[src/rtl/sseg_arb_pkg.sv]
// Shared types and constants for the seven-segment display arbiter.
package sseg_arb_pkg;

  localparam int unsigned DATA_W  = 16;
  localparam int unsigned MAX_SRC = 8;

  typedef enum logic [0:0] {
    StIdle,
    StOwn
  } arb_state_e;

endpackage

[src/rtl/rr_pick.sv]
// Combinational round-robin picker: first request at or after ptr_i, ascending with wrap.
module rr_pick #(
  parameter int unsigned NumSrc = 4,
  localparam int unsigned IdxW  = $clog2(NumSrc)
) (
  input  logic [NumSrc-1:0] req_i,
  input  logic [IdxW-1:0]   ptr_i,
  output logic [NumSrc-1:0] gnt_o,
  output logic [IdxW-1:0]   idx_o,
  output logic              valid_o
);

  int unsigned      cand;
  logic [IdxW-1:0]  cand_idx;

  // Scan from the farthest offset down so the nearest request wins.
  always_comb begin
    gnt_o    = '0;
    idx_o    = '0;
    valid_o  = 1'b0;
    cand     = 0;
    cand_idx = '0;
    for (int k = NumSrc - 1; k >= 0; k--) begin
      cand     = (32'(ptr_i) + 32'(k)) % NumSrc;
      cand_idx = IdxW'(cand);
      if (req_i[cand_idx]) begin
        gnt_o          = '0;
        gnt_o[cand_idx] = 1'b1;
        idx_o          = cand_idx;
        valid_o        = 1'b1;
      end
    end
  end

endmodule

[src/rtl/sseg_display_arbiter.sv]
// Round-robin owner of the shared 4-digit seven-segment driver with minimum dwell per owner.
// Optional SSEG_ARB_PREEMPT_EN: source 0 preempts and holds while it requests.
module sseg_display_arbiter
  import sseg_arb_pkg::*;
#(
  parameter int unsigned NUM_SRC      = 4,
  parameter int unsigned DWELL_CYCLES = 100_000_000
) (
  input  logic                      clk_i,
  input  logic                      rst_ni,
  input  logic [NUM_SRC-1:0]        req_i,
  input  logic [DATA_W*NUM_SRC-1:0] src_data_i,
  input  logic [NUM_SRC-1:0]        src_hex_dec_i,
  input  logic [NUM_SRC-1:0]        src_sign_i,
  input  logic                      freeze_i,
  output logic [NUM_SRC-1:0]        grant_o,
  output logic [DATA_W-1:0]         data_o,
  output logic                      hex_dec_o,
  output logic                      sign_o,
  output logic                      active_o
);

  localparam int unsigned IdxW = $clog2(NUM_SRC);
  localparam int unsigned CntW = $clog2(DWELL_CYCLES);

  if (NUM_SRC < 2 || NUM_SRC > MAX_SRC) begin : g_bad_cfg
    $error("sseg_display_arbiter: NUM_SRC out of range");
  end

  arb_state_e         state_q, state_d;
  logic [IdxW-1:0]    owner_q, owner_d;
  logic [IdxW-1:0]    ptr_q, ptr_d;
  logic [CntW-1:0]    cnt_q, cnt_d;
  logic [NUM_SRC-1:0] grant_q, grant_d;
  logic [DATA_W-1:0]  data_q, data_d;
  logic               hex_q, hex_d;
  logic               sign_q, sign_d;
  logic               active_q, active_d;

  logic [NUM_SRC-1:0] pick_gnt;
  logic [IdxW-1:0]    pick_idx;
  logic               pick_vld;
  logic               take;
  logic               owner_req;
  logic               dwell_done;
  logic               preempt;
  logic               src0_hold;

  // The current owner is masked out so the picker only ever returns a different source.
  rr_pick #(
    .NumSrc (NUM_SRC)
  ) u_rr_pick (
    .req_i   (req_i & ~grant_q),
    .ptr_i   (ptr_q),
    .gnt_o   (pick_gnt),
    .idx_o   (pick_idx),
    .valid_o (pick_vld)
  );

  assign owner_req  = req_i[owner_q];
  assign dwell_done = (cnt_q == CntW'(DWELL_CYCLES - 1));

`ifdef SSEG_ARB_PREEMPT_EN
  // ptr_q is left untouched on preemption, so release resumes the saved rotation.
  assign preempt   = (state_q == StOwn) && req_i[0] && (owner_q != '0);
  assign src0_hold = (owner_q == '0);
`else
  assign preempt   = 1'b0;
  assign src0_hold = 1'b0;
`endif

  always_comb begin
    state_d = state_q;
    owner_d = owner_q;
    grant_d = grant_q;
    ptr_d   = ptr_q;
    cnt_d   = cnt_q;
    take    = 1'b0;

    unique case (state_q)
      StIdle: begin
        take = pick_vld;
      end
      StOwn: begin
        if (preempt) begin
          owner_d    = '0;
          grant_d    = '0;
          grant_d[0] = 1'b1;
          cnt_d      = '0;
        end else if (!owner_req) begin
          if (pick_vld) begin
            take = 1'b1;
          end else begin
            state_d = StIdle;
            owner_d = '0;
            grant_d = '0;
            cnt_d   = '0;
          end
        end else if (!freeze_i && !src0_hold) begin
          if (dwell_done) begin
            take  = pick_vld;
            cnt_d = '0;
          end else begin
            cnt_d = cnt_q + CntW'(1);
          end
        end
      end
      default: begin
        state_d = StIdle;
        grant_d = '0;
        cnt_d   = '0;
      end
    endcase

    if (take) begin
      state_d = StOwn;
      owner_d = pick_idx;
      grant_d = pick_gnt;
      cnt_d   = '0;
      ptr_d   = (pick_idx == IdxW'(NUM_SRC - 1)) ? '0 : pick_idx + IdxW'(1);
    end

    active_d = (state_d == StOwn);
    data_d   = '0;
    hex_d    = 1'b0;
    sign_d   = 1'b0;
    if (active_d) begin
      data_d = src_data_i[int'(owner_d)*DATA_W +: DATA_W];
      hex_d  = src_hex_dec_i[owner_d];
      sign_d = src_sign_i[owner_d];
    end
  end

  always_ff @(posedge clk_i or negedge rst_ni) begin
    if (!rst_ni) begin
      state_q  <= StIdle;
      owner_q  <= '0;
      ptr_q    <= '0;
      cnt_q    <= '0;
      grant_q  <= '0;
      data_q   <= '0;
      hex_q    <= 1'b0;
      sign_q   <= 1'b0;
      active_q <= 1'b0;
    end else begin
      state_q  <= state_d;
      owner_q  <= owner_d;
      ptr_q    <= ptr_d;
      cnt_q    <= cnt_d;
      grant_q  <= grant_d;
      data_q   <= data_d;
      hex_q    <= hex_d;
      sign_q   <= sign_d;
      active_q <= active_d;
    end
  end

  assign grant_o   = grant_q;
  assign data_o    = data_q;
  assign hex_dec_o = hex_q;
  assign sign_o    = sign_q;
  assign active_o  = active_q;

endmodule

[config.mk]
export PLATFORM = sky130hd
export DESIGN_NAME = sseg_display_arbiter
export DESIGN_NICKNAME = d
export VERILOG_FILES = /design/src/rtl/sseg_arb_pkg.sv /design/src/rtl/rr_pick.sv /design/src/rtl/sseg_display_arbiter.sv
export SDC_FILE = /design/constraint.sdc
export NUM_CORES = 1
export LEC_CHECK = 0
export BUFFER_PORTS_ARGS = -buffer_cell sky130_fd_sc_hd__buf_2
export CORE_UTILIZATION = 48
export CTS_BUF_LIST = sky130_fd_sc_hd__clkbuf_4
export DETAILED_ROUTE_END_ITERATION = 8
export PLACE_DENSITY = 0.8
export SLEW_MARGIN = 20
export SYNTH_ARGS = -nofsm -noshare
export SYNTH_HDL_FRONTEND = slang
export SYNTH_SLANG_ARGS = --single-unit
[constraint.sdc]
create_clock -name clk_i -period 2.6 [get_ports clk_i]
set_input_delay 0.78 -clock clk_i [delete_from_list [all_inputs] [get_ports clk_i]]
set_output_delay 0.78 -clock clk_i [all_outputs]
set_load 0.05 [all_outputs]
* Yosys cells after proc, flatten, opt, wreduce, memory -nomap -nowiden
Cells that the tools add are included.
Word-level totals: register bits after elaboration 54, bits in latches 0, memory bits (writable) 0, ROM bits 0, input port bits 79, output and inout port bits 23, word-level logic and storage cells 100, memories 0
Cells by class: $add $sub $neg 5, multiply operators 0, divide/modulo/power cells 0, $lt $le $gt $ge 10, equality and inequality tests 6, shift operators 1, multiplexer cells 60, bitwise operators 3, reduce and logical (&&, ||, !) cells 7
Operators by type and width (count):
- two-way mux 27 bit | 6
- variable part select 64 x 7 -> 16 bit | 1
- two-way mux 4 bit | 8
- adder 27 x 1 -> 27 bit, second input constant | 1
- == test 27 bit, second input constant | 1
- two-way mux 1 bit | 24
- less-than comparator 2 x 3 -> 1 bit, second input constant | 6
- two-way mux 2 bit | 9
- two-way mux 16 bit | 1
- binary-select mux 1 bit (select 2 bit) | 7
- demux 1 bit (select 2 bit) | 4
- >= comparator 2 x 1 -> 1 bit, second input constant | 4
- AND reduction 3 bit | 2
- adder 2 x 1 -> 2 bit, second input constant | 2
- adder 2 bit, second input constant | 2
- bitwise AND 4 bit | 1
- logical AND 1 bit | 4
- NOT 4 bit | 1
- inequality test 3 x 1 -> 1 bit, second input constant | 1
- inequality test 3 bit, second input constant | 1
- == test 2 bit, second input constant | 1
- inequality test 2 x 1 -> 1 bit, second input constant | 1
- inequality test 2 bit, second input constant | 1
- case mux 1 bit (2 select lines) | 1
- other kinds (2) | 2

* Depth between registers and ports, before layout
Gate-level depths: netlist of run 1.
depth after elaboration 16, mapped depth 11, depth with buffers taken out 8

* Cells and area by module
From an unflattened synthesis of run 1, not the netlist that was laid out.
Unflattened totals: cell total of the unflattened synthesis 510, area, all modules 4307.9 um^2
Modules (own cells, without submodules):
- sseg_display_arbiter | instances 1, cells an instance 449, area an instance 3798.6 um^2, seq. area each 1351.3 um^2
- rr_pick | instances 1, cells an instance 61, area an instance 509.2 um^2, seq. area each 0.0 um^2

* Worst setup path after synthesis of run 1
Ideal clock, no wire load.
path type input to register, from in req_i[1], to reg data_q[0], in the netlist data_o[0], library setup time 0.132 ns, arrival time 2.644 ns, data required time 2.468 ns, setup slack -0.176 ns, cell stages on the path 9, buffers on the path 2, cells stage by stage nor2b_1 mux4_2 o21bai_1 a22o_1 mux2_4 buf_6 buf_6 mux2i_1 o22ai_1
Between the ends: longest elaborated chain between the ends 14, elaborated cells between the ends (all ways) 33, classes of those cells shift (1); mux (31); bitwise (1)
RTL lines:
- start: declaration | line sseg_display_arbiter.sv:11 | input logic [NUM_SRC-1:0] req_i,
- bitwise AND 4 bit | line sseg_display_arbiter.sv:53 | .req_i (req_i & ~grant_q),
- binary-select mux 1 bit (select 2 bit) | line rr_pick.sv:26 | if (req_i[cand_idx]) begin
- two-way mux 1 bit (not written as such) | line rr_pick.sv:26
- two-way mux 1 bit (4 in a row) | line rr_pick.sv:26
- two-way mux 1 bit | line sseg_display_arbiter.sv:100 | if (dwell_done) begin
- two-way mux 1 bit | line sseg_display_arbiter.sv:99 | end else if (!freeze_i && !src0_hold) begin
- two-way mux 1 bit | line sseg_display_arbiter.sv:90 | end else if (!owner_req) begin
- case mux 1 bit (2 select lines) | line sseg_display_arbiter.sv:80 | unique case (state_q)
- two-way mux 2 bit | line sseg_display_arbiter.sv:115 | if (take) begin
- variable part select 64 x 7 -> 16 bit | line sseg_display_arbiter.sv:128 | data_d = src_data_i[int'(owner_d)*DATA_W +: DATA_W];
- two-way mux 16 bit * | line sseg_display_arbiter.sv:127 | if (active_d) begin
- named net data_d[0] | line sseg_display_arbiter.sv:35 | logic [DATA_W-1:0] data_q, data_d;
- end signal: assignment | line sseg_display_arbiter.sv:151 | data_q <= data_d;
- end: declaration | line sseg_display_arbiter.sv:35
Mark *: on every way through the listed nets, which the timed path passes. The rest lies on a longest branch. The select of a mux whose other input is x is not followed. A chain may end at the register's enable or synchronous reset.

* Worst setup path after layout of run 1
from reg cnt_q[0], to reg data_q[1], in the netlist data_o[1]
Between the ends: longest elaborated chain between the ends 8, elaborated cells between the ends (all ways) 9, classes of those cells eq/ne (1); shift (1); mux (7)
RTL lines:
- start: declaration | line sseg_display_arbiter.sv:33 | logic [CntW-1:0] cnt_q, cnt_d;
- start signal: assignment | line sseg_display_arbiter.sv:149 | cnt_q <= cnt_d;
- == test 27 bit * | line sseg_display_arbiter.sv:61 | assign dwell_done = (cnt_q == CntW'(DWELL_CYCLES - 1));
- two-way mux 1 bit * | line sseg_display_arbiter.sv:100
- two-way mux 1 bit * | line sseg_display_arbiter.sv:99
- two-way mux 1 bit * | line sseg_display_arbiter.sv:90
- case mux 1 bit (2 select lines) * | line sseg_display_arbiter.sv:80
- two-way mux 2 bit | line sseg_display_arbiter.sv:115
- variable part select 64 x 7 -> 16 bit | line sseg_display_arbiter.sv:128
- two-way mux 16 bit * | line sseg_display_arbiter.sv:127
- named net data_d[1] | line sseg_display_arbiter.sv:35
Mark *: on every way through the listed nets, which the timed path passes. The rest lies on a longest branch.

==> summary.txt, run 1 <==
Run status
  – Status: complete, no violations

Layout
  – P&R area growth vs syn: 28.8%
  – NumNets Final: 542
  – Ant diodes: 0
  – Finished layout cell area: 4200 um^2
  – Share of layout cells above drive strength 1: 36.5%

Setup path
  – Worst Path Arrival: 2.80 ns
  – Crit-path max FO: 23
  – Worst EP required: 2.87 ns
  – Crit-path slowest cell: dfrtp_1
  – Type of the worst setup path: register to register
  – CP Cell Sequence: ha_2 -> nand3_1 -> or3_4 -> nor4b_4 -> o21ai_2 -> mux2_4 -> buf_12 -> mux2i_1 -> o22ai_1
  – Setup crit end kind: register
  – Crit path largest cell delay: 0.44 ns
  – CP startpoint kind: register

Floorplanning
  – Die height: 84.4 um
  – Starting Density: 50.5%
  – Number of placement rows: 29
  – Die width: 84.4 um
  – Die ar.: 7130 um^2
  – Ports: 102
  – CORE AREA: 6460 um^2

Global route
  – Total track usage: 22.5%
  – Largest net degree at the start of global routing: 33
  – Initial antenna violation count: 0
  – GRT overflow: 0
  – First-pass GRT wire length: 12900 um
  – Vias in the first global route: 2935

Clock tree
  – Hold_buf cts: 0
  – Num CTS Buffers: 5
  – CTS tree: built
  – Clk_lat worst skew: 0.38 ns
  – Sink Count: 54
  – CTS Root Cell: clkbuf_4
  – Worst-path clk slew: 0.16 ns
  – CTS max path bufs: 2
  – H-Tree Depth: 2

Yosys
  – Predominant post-synthesis flop cell: dfrtp_1
  – Avg Inst Size Synth: 10.0 um^2
  – Top cells by area, synth: dfrtp_1, mux2i_1, mux4_2, nor2_1, xor2_1
  – Area share of the largest cell type after synthesis: 41.4%
  – Post-Syn Area: 3260 um^2
  – Synthesis Warnings: 0
  – EDFF count, synth: 0
  – Sequential-to-total area share from yosys stat: 41.4%
  – Post-synth ARST share: 100%
  – Yosys cell types: 47
  – Syn_nets: 411
  – Synth area leader: dfrtp_1
  – Syn Inst Count: 326
  – Flops & latches, synth: 54

Drt
  – Wl on met1: 3310 um
  – Metal2 WL: 4160 um
  – Initial DRC count: 169
  – Final wirelength: 8150 um
  – Routed wl met3: 606 um
  – Wire per inst: 15.3 um
  – DRC: 0
  – DR top layer: met4
  – Vias: 3056
  – Post-route ant nets: 0
  – First drt pass iteration count: 5
  – Avg Vias per Cell: 5.72

Place
  – Port Buffers: 101
  – Detailed placer's ending HPWL: 6180 um
  – Post-Place Cell Area: 4110 um^2
  – Gpl congestion: 0.912

Power and ir drop
  – Worst VDD drop: 942 uV
  – Seq pwr share: 22.4%
  – Combinational power share: 70.6%
  – Psw: 2.57 mW
  – P_int: 2.79 mW
  – Sw Ratio: 48.0%
  – Total power: 5.36 mW
  – Clk pwr share: 7.0%
  – Leak pwr: 2.03 nW
  – PD cells: 1280 nW/um^2

Timing
  – Max Fclk: 396 MHz
  – Final worst path period need: 2.53 ns
  – Slew @ Worst Pin: 0.584 ns
  – Hold violation count in the final report: 0
  – Period utilisation layout: 97.2%
  – Slew HR: 61.1%
  – Max Clock Skew: 0.0102 ns
  – Hold WS: 0.369 ns
  – Max-slew violations: 0
  – Final setup vio count: 0

Run
  – Max Cap Viol: 0

Worst hold path
  – HP Class: input pin to asynchronous set/reset pin
==> registers in the layout (all words and copies together) (netlist names) <==
signal	count
cnt_q	27
data_o	16
grant_o	4
owner_q	2
ptr_q	2
active_o	1
hex_dec_o	1
sign_o	1
==> metal layers <==
layer / up-vias / global-route usage [%]
met3: 10 / 5.21
met5: - / 0
li1: 1463 / -
met2: 129 / 39.9
met4: 0 / 6.01
met1: 1454 / 27.8
==> power by group through the flow <==
stage          Clock, mW  Combinational (mW)  Sequential [mW]
5_1_grt            0.418                4.03             1.22
2_1_floorplan          0                2.12             1.80
3_3_place_gp           0                3.57             1.21
4_1_cts            0.387                3.69             1.20
3_5_place_dp           0                3.69             1.21
6_report           0.377                3.78             1.20
==> cells in the final DEF (no fill, tap or decap), types with 3 or more instances in the layout <==
| master | Yosys | layout |
|---|---|---|
| and3_1 | 3 | 3 |
| a221o_1 | 4 | 4 |
| o21ai_0 | 15 | 15 |
| buf_2 | 5 | 101 |
| mux4_2 | 6 | 6 |
| xor2_1 | 14 | 14 |
| nand3_1 | 14 | 14 |
| buf_4 | 0 | 36 |
| a21oi_1 | 8 | 8 |
| nor2_1 | 34 | 34 |
| nor2b_1 | 5 | 3 |
| nand2_1 | 19 | 19 |
| o32ai_1 | 4 | 4 |
| o22ai_1 | 18 | 18 |
| buf_12 | 0 | 3 |
| nor4_1 | 3 | 3 |
| dfrtp_1 | 54 | 54 |
| nor3_1 | 4 | 4 |
| nand2b_1 | 6 | 6 |
| mux2i_1 | 38 | 36 |
| o31ai_1 | 7 | 7 |
| nor2b_4 | 2 | 4 |
| nand4_1 | 7 | 7 |
| ha_1 | 6 | 4 |
| inv_1 | 10 | 10 |
| clkbuf_4 | 0 | 5 |
==> kinds of logic after synthesis <==
group	count (synthesis)	synth area share, %
xor+xnor	16	4.30
simple gates	110	17.6
buf+inv	26	4.10
flops	54	41.4
compound gates	68	13.6
mux	46	16.6
fa+ha+maj	6	2.30
==> worst paths after layout <==
kind,from,endpoint,slack (ns),depth (start not counted)
worst max-delay path,cnt_q[0],data_o[1],0.07,9
worst min-delay path,rst_ni,cnt_q[8],0.37,1
worst max register to register,cnt_q[0],data_o[1],0.07,9
worst min register to register,cnt_q[12],cnt_q[12],0.54,1
max in group asynchronous,rst_ni,cnt_q[13],1.66,2
min in group clk_i,cnt_q[12],cnt_q[12],0.54,1
==> cell type report <==
cell class,instances,area (um^2)
fillers,522,2260
repair buffers,140,836
clock buffers,5,37.5
flip-flops and latches,54,1350
multi-input cells,246,1830
well taps,77,96.3
inverters,10,37.5
clock inverters,2,13.8
==> synthesized netlist by cell type (all sizes together), types with 3 or more instances <==
cell / instances
ha: 6
nand3: 14
clkbuf: 7
and3: 3
dfrtp: 54
mux4: 6
nor2b: 7
xor2: 14
mux2i: 38
a21oi: 8
nor3: 4
nand2: 19
o21ai: 18
nor2: 34
nand2b: 6
o32ai: 4
inv: 10
a221o: 4
buf: 9
o22ai: 18
or3: 3
o31ai: 7
nand4: 8
nor4: 3
==> stage by stage <==
step                      std cells  utilization (%)  worst slack [ns]  setup TNS, ns
final                           534             65.0            0.0718              0
after global routing            534             65.0           -0.0136        -0.0136
after CTS                       533             64.4            0.0296              0
after detailed placement        526             63.6            -0.278          -6.15
after global placement          526             63.6            -0.206          -4.84
after floorplan                 326                -            -0.170          -3.03
==> critical path: cells and delay by family, from the launching register on <==
kind	cells	cell delay (ns)
compound gates	2	0.25
fa+ha+maj	1	0.23
buf+inv	1	0.18
simple gates	3	0.78
flops	1	0.44
mux	2	0.56
==> what timing repair did <==
item / CTS / global route
setup buffers: 0 / 1
resized for setup: 0 / 7
endpoints found under the setup margin: 0 / 18
Power figures use the tool's default switching activity.
==> run 2, diff against run 1 <==
Settings changed: CELL_PAD_IN_SITES_DETAIL_PLACEMENT from default to 1, CELL_PAD_IN_SITES_GLOBAL_PLACEMENT from default to 2, CORE_UTILIZATION 48 to 28, CTS_BUF_LIST sky130_fd_sc_hd__clkbuf_4 to sky130_fd_sc_hd__clkbuf_16, PLACE_DENSITY 0.8 to 0.77.
==> summary.txt, run 2 (synthesized netlist as in run 1, its figures left out) <==
Power and ir drop
  – Worst VDD drop: 538 uV
  – Leak pwr: 2.19 nW
  – PD cells: 1360 nW/um^2

Place
  – Port Buffers: 101
  – Gpl congestion: 0.851
  – Detailed placer's ending HPWL: 7410 um
  – Pre-CTS setup slack: -0.298 ns

Timing
  – Max-slew violations: 0
  – Period utilisation layout: 98.9%
  – Final worst path period need: 2.57 ns
  – Max Fclk: 389 MHz
  – Max Clock Skew: 0.00679 ns
  – Slew @ Worst Pin: 0.673 ns
  – RSZ-0062 raised after global routing: true
  – Slew HR: 55.1%
  – Hold violation count in the final report: 0
  – Post-route setup slack: 0.0289 ns
  – Final setup vio count: 0

Global route
  – First-pass GRT wire length: 15500 um
  – Largest net degree at the start of global routing: 38
  – Vias in the first global route: 3184
  – Initial antenna violation count: 0
  – GRT overflow: 0
  – Total track usage: 16.7%

Layout
  – NumNets Final: 558
  – Commonest non-fill, non-tap cell in the layout: buf_2
  – Most frequent cells in the layout: buf_2, dfrtp_1, buf_4
  – Ant diodes: 0
  – Reg with most FFs: cnt_q
  – Final Core Density: 40.4%
  – P&R area growth vs syn: 40.7%
  – Share of layout cells above drive strength 1: 38.2%
  – Flip-flop count of the largest register after layout: 27

Floorplanning
  – CORE AREA: 11400 um^2
  – Starting Density: 28.7%
  – Ports: 102
  – Die height: 110 um
  – Number of placement rows: 39
  – Die ar.: 12100 um^2
  – Die width: 110 um

Drt
  – Vias: 3124
  – Post-route ant nets: 0
  – First drt pass iteration count: 4
  – Wire per inst: 16.8 um
  – Initial DRC count: 154
  – Avg Vias per Cell: 5.06
  – Final wirelength: 10300 um
  – DRC: 0

Setup path
  – Crit-path max FO: 5
  – Worst Path Arrival: 2.75 ns
  – Worst EP required: 2.78 ns
  – Setup crit end kind: register
  – Type of the worst setup path: input pin to register
  – CP startpoint kind: input pin

Clock tree
  – H-Tree Depth: 2
  – Sink Count: 54
  – Num CTS Buffers: 5
  – Worst-path clk slew: 0.07 ns
  – CTS Root Cell: clkbuf_16
  – CTS tree: built
  – Clk_lat worst skew: 0.30 ns
  – CTS max path bufs: 2

Run
  – Max Cap Viol: 0

Worst hold path
  – HP Class: input pin to asynchronous set/reset pin

Run status
  – Status: complete, no violations
-- run 2: where the power goes --
group	total (mW)	leakage, nW	switching, mW	internal [mW]
clock	0.666	0.0730	0.312	0.355
sequential	1.19	0.703	0.110	1.08
combinational	4.38	1.41	2.41	1.97
-- run 2: worst paths after layout --
path	cells past startpoint	from	slack, ns	to
worst min register to register	1	cnt_q[6]	0.54	cnt_q[6]
min in group clk_i	1	cnt_q[6]	0.54	cnt_q[6]
worst max-delay path	9	req_i[2]	0.03	data_o[10]
worst max register to register	9	cnt_q[1]	0.09	data_o[10]
max in group asynchronous	2	rst_ni	1.49	cnt_q[26]
worst min-delay path	1	rst_ni	0.52	ptr_q[0]
-- run 2: cell type report --
type,count,area (um^2)
Timing Repair Buffer,156,1060
Fill cell,1337,6780
Sequential cell,54,1350
Tap cell,143,179
Clock inverter,3,16.3
Clock buffer,5,125
Multi-Input combinational cell,246,1820
Inverter,10,37.5
-- run 2: repair_timing --
| action | CTS | global route |
|---|---|---|
| setup buffers | 0 | 9 |
| hold buffers | 0 | 0 |
| endpoints found under the setup margin | 0 | 18 |
| gates resized for setup | 0 | 12 |
-- run 2: metal layers --
| layer | vias up | share of wire [%] | track usage [%] |
|---|---|---|---|
| li1 | 1489 | - | - |
| met1 | 1563 | 43 | 21.3 |
| met2 | 65 | 52 | 28.8 |
| met3 | 7 | 4.4 | 3.73 |
| met4 | 0 | 0.77 | 3.62 |
| met5 | - | 0 | 0 |
-- run 2: stage by stage --
step / TNS (ns) / hold slack, ns / power [mW] / instances / area (um^2)
4_1_cts: 0 / 0.535 / 5.73 / 604 / 4370
2_1_floorplan: -3.03 / 0.484 / 3.92 / 326 / 3280
5_1_grt: -0.308 / 0.552 / 6.61 / 617 / 4590
3_5_place_dp: -5.87 / 0.520 / 5.02 / 596 / 4230
3_3_place_gp: -4.71 / 0.506 / 4.93 / 596 / 4230
6_report: 0 / 0.518 / 6.24 / 617 / 4590
-- run 2: critical path, stage by stage --
cell and delay, ns:
buf_6 0.10, nor2b_4 0.12, mux4_2 0.51, o21bai_1 0.18
a22o_1 0.23, mux2_4 0.36, clkbuf_16 0.19, mux2i_1 0.19
o22ai_1 0.10
==> run 3, diff against run 2 <==
Settings changed: CORE_UTILIZATION 28 to 29, CTS_BUF_LIST sky130_fd_sc_hd__clkbuf_16 to sky130_fd_sc_hd__clkbuf_2 sky130_fd_sc_hd__clkbuf_4 sky130_fd_sc_hd__clkbuf_8, PLACE_DENSITY 0.77 to 0.8.
==> summary.txt, run 3 (synthesized netlist as in run 1, its figures left out) <==
Power and ir drop
  – Worst VDD drop: 674 uV
  – Total power: 5.68 mW
  – Leak pwr: 2.08 nW
  – PD cells: 1290 nW/um^2

Timing
  – Max-slew violations: 0
  – Slew HR: 62.6%
  – Slew @ Worst Pin: 0.561 ns
  – Hold violation count in the final report: 0
  – Final setup vio count: 0
  – Period utilisation layout: 97.7%
  – Max Clock Skew: 0.0155 ns
  – Max Fclk: 394 MHz
  – Final worst path period need: 2.54 ns

Run status
  – Status: complete, no violations

Clock tree
  – H-Tree Depth: 2
  – CTS Root Cell: clkbuf_8
  – Worst-path clk slew: 0.10 ns
  – Sink Count: 54
  – CTS max path bufs: 2
  – Num CTS Buffers: 5
  – Clk_lat worst skew: 0.32 ns
  – CTS tree: built

Setup path
  – Worst Path Arrival: 2.73 ns
  – Crit-path max FO: 13
  – Type of the worst setup path: input pin to register
  – Worst EP required: 2.79 ns
  – Setup crit end kind: register
  – CP startpoint kind: input pin

Place
  – Port Buffers: 101
  – Gpl congestion: 0.865
  – Total placed cells including tap cells: 594
  – Detailed placer's ending HPWL: 7610 um

Global route
  – Largest net degree at the start of global routing: 33
  – Initial antenna violation count: 0
  – Total track usage: 17.2%
  – First-pass GRT wire length: 15900 um
  – Vias in the first global route: 3226
  – GRT overflow: 0

Floorplanning
  – Ports: 102
  – Number of placement rows: 38
  – Die width: 108 um
  – CORE AREA: 10900 um^2
  – Die height: 108 um
  – Die ar.: 11700 um^2
  – Starting Density: 30.0%

Drt
  – Vias: 3030
  – DRC: 0
  – Initial DRC count: 62
  – Final wirelength: 9530 um
  – Post-route ant nets: 0
  – Avg Vias per Cell: 5.02
  – First drt pass iteration count: 4
  – Wire per inst: 15.8 um

Layout
  – Final instance count without filler cells: 603
  – Reg with most FFs: cnt_q
  – Commonest non-fill, non-tap cell in the layout: buf_2
  – P&R area growth vs syn: 35.2%
  – Flip-flop count of the largest register after layout: 27
  – NumNets Final: 547
  – Share of layout cells above drive strength 1: 38.0%
  – Ant diodes: 0
  – Filler Cell Count: 1276
  – Most frequent cells in the layout: buf_2, dfrtp_1, buf_4

Run
  – Max Cap Viol: 0

Worst hold path
  – HP Class: input pin to asynchronous set/reset pin
## run 3: worst max-delay path, cell delays in order
cell,delay [ns]
buf_2,0.12
nor2b_4,0.13
mux4_2,0.49
o21bai_1,0.18
a22o_1,0.22
mux2_4,0.34
buf_12,0.17
mux2i_1,0.17
o22ai_1,0.11
## run 3: area by class of cell
| class | instances | area (um^2) | share of cell area, % |
|---|---|---|---|
| Multi-Input combinational cell | 246 | 1860 | 42.1 |
| Sequential cell | 54 | 1350 | 30.6 |
| Timing Repair Buffer | 145 | 890 | 20.2 |
| Tap cell | 140 | 175 | 3.97 |
| Clock buffer | 6 | 82.6 | 1.87 |
| Inverter | 10 | 37.5 | 0.851 |
| Clock inverter | 2 | 17.5 | 0.397 |
## run 3: repair_timing
| item | CTS | global route |
|---|---|---|
| pin swaps | 0 | 1 |
| hold buffers | 0 | 0 |
| buffers inserted | 0 | 1 |
| endpoints found under the hold margin | 0 | 0 |
| setup endpoints to repair | 16 | 24 |
| resized for setup | 2 | 10 |
## run 3: where the power goes
part | leakage, nW | switching, mW | internal, mW
logic | 1.33 | 2.24 | 1.73
clock network | 0.0514 | 0.294 | 0.220
registers | 0.703 | 0.127 | 1.08
total | 2.08 | 2.66 | 3.02
## run 3: worst paths after layout
path / from / to / slack [ns] / cells past startpoint
max: req_i[1] / data_o[11] / 0.06 / 9
min: rst_ni / cnt_q[7] / 0.45 / 1
max reg2reg: cnt_q[1] / data_o[11] / 0.13 / 10
min reg2reg: cnt_q[6] / cnt_q[6] / 0.54 / 1
max in group asynchronous: rst_ni / ptr_q[1] / 1.58 / 2
min in group clk_i: cnt_q[6] / cnt_q[6] / 0.54 / 1
## run 3: stage by stage
stage           TNS [ns]  setup slack, ns  instance area (um^2)  hold slack [ns]  util [%]
3_3_place_gp       -6.45           -0.261                  4230            0.511      38.9
3_5_place_dp       -7.73           -0.306                  4230            0.525      38.9
6_report               0           0.0610                  4410            0.451      40.5
2_1_floorplan      -3.03           -0.170                  3280            0.484         -
4_1_cts                0          0.00529                  4350            0.457      39.9
5_1_grt        -0.000182        -0.000182                  4410            0.496      40.5
## run 3: layer usage
layer	global-route usage, %	share of wire, %	up-vias
met1	21.6	44	1471
met4	3.62	0.83	0
met3	3.25	4.5	11
met2	30.6	51	80
met5	0	0	-
li1	-	-	1468
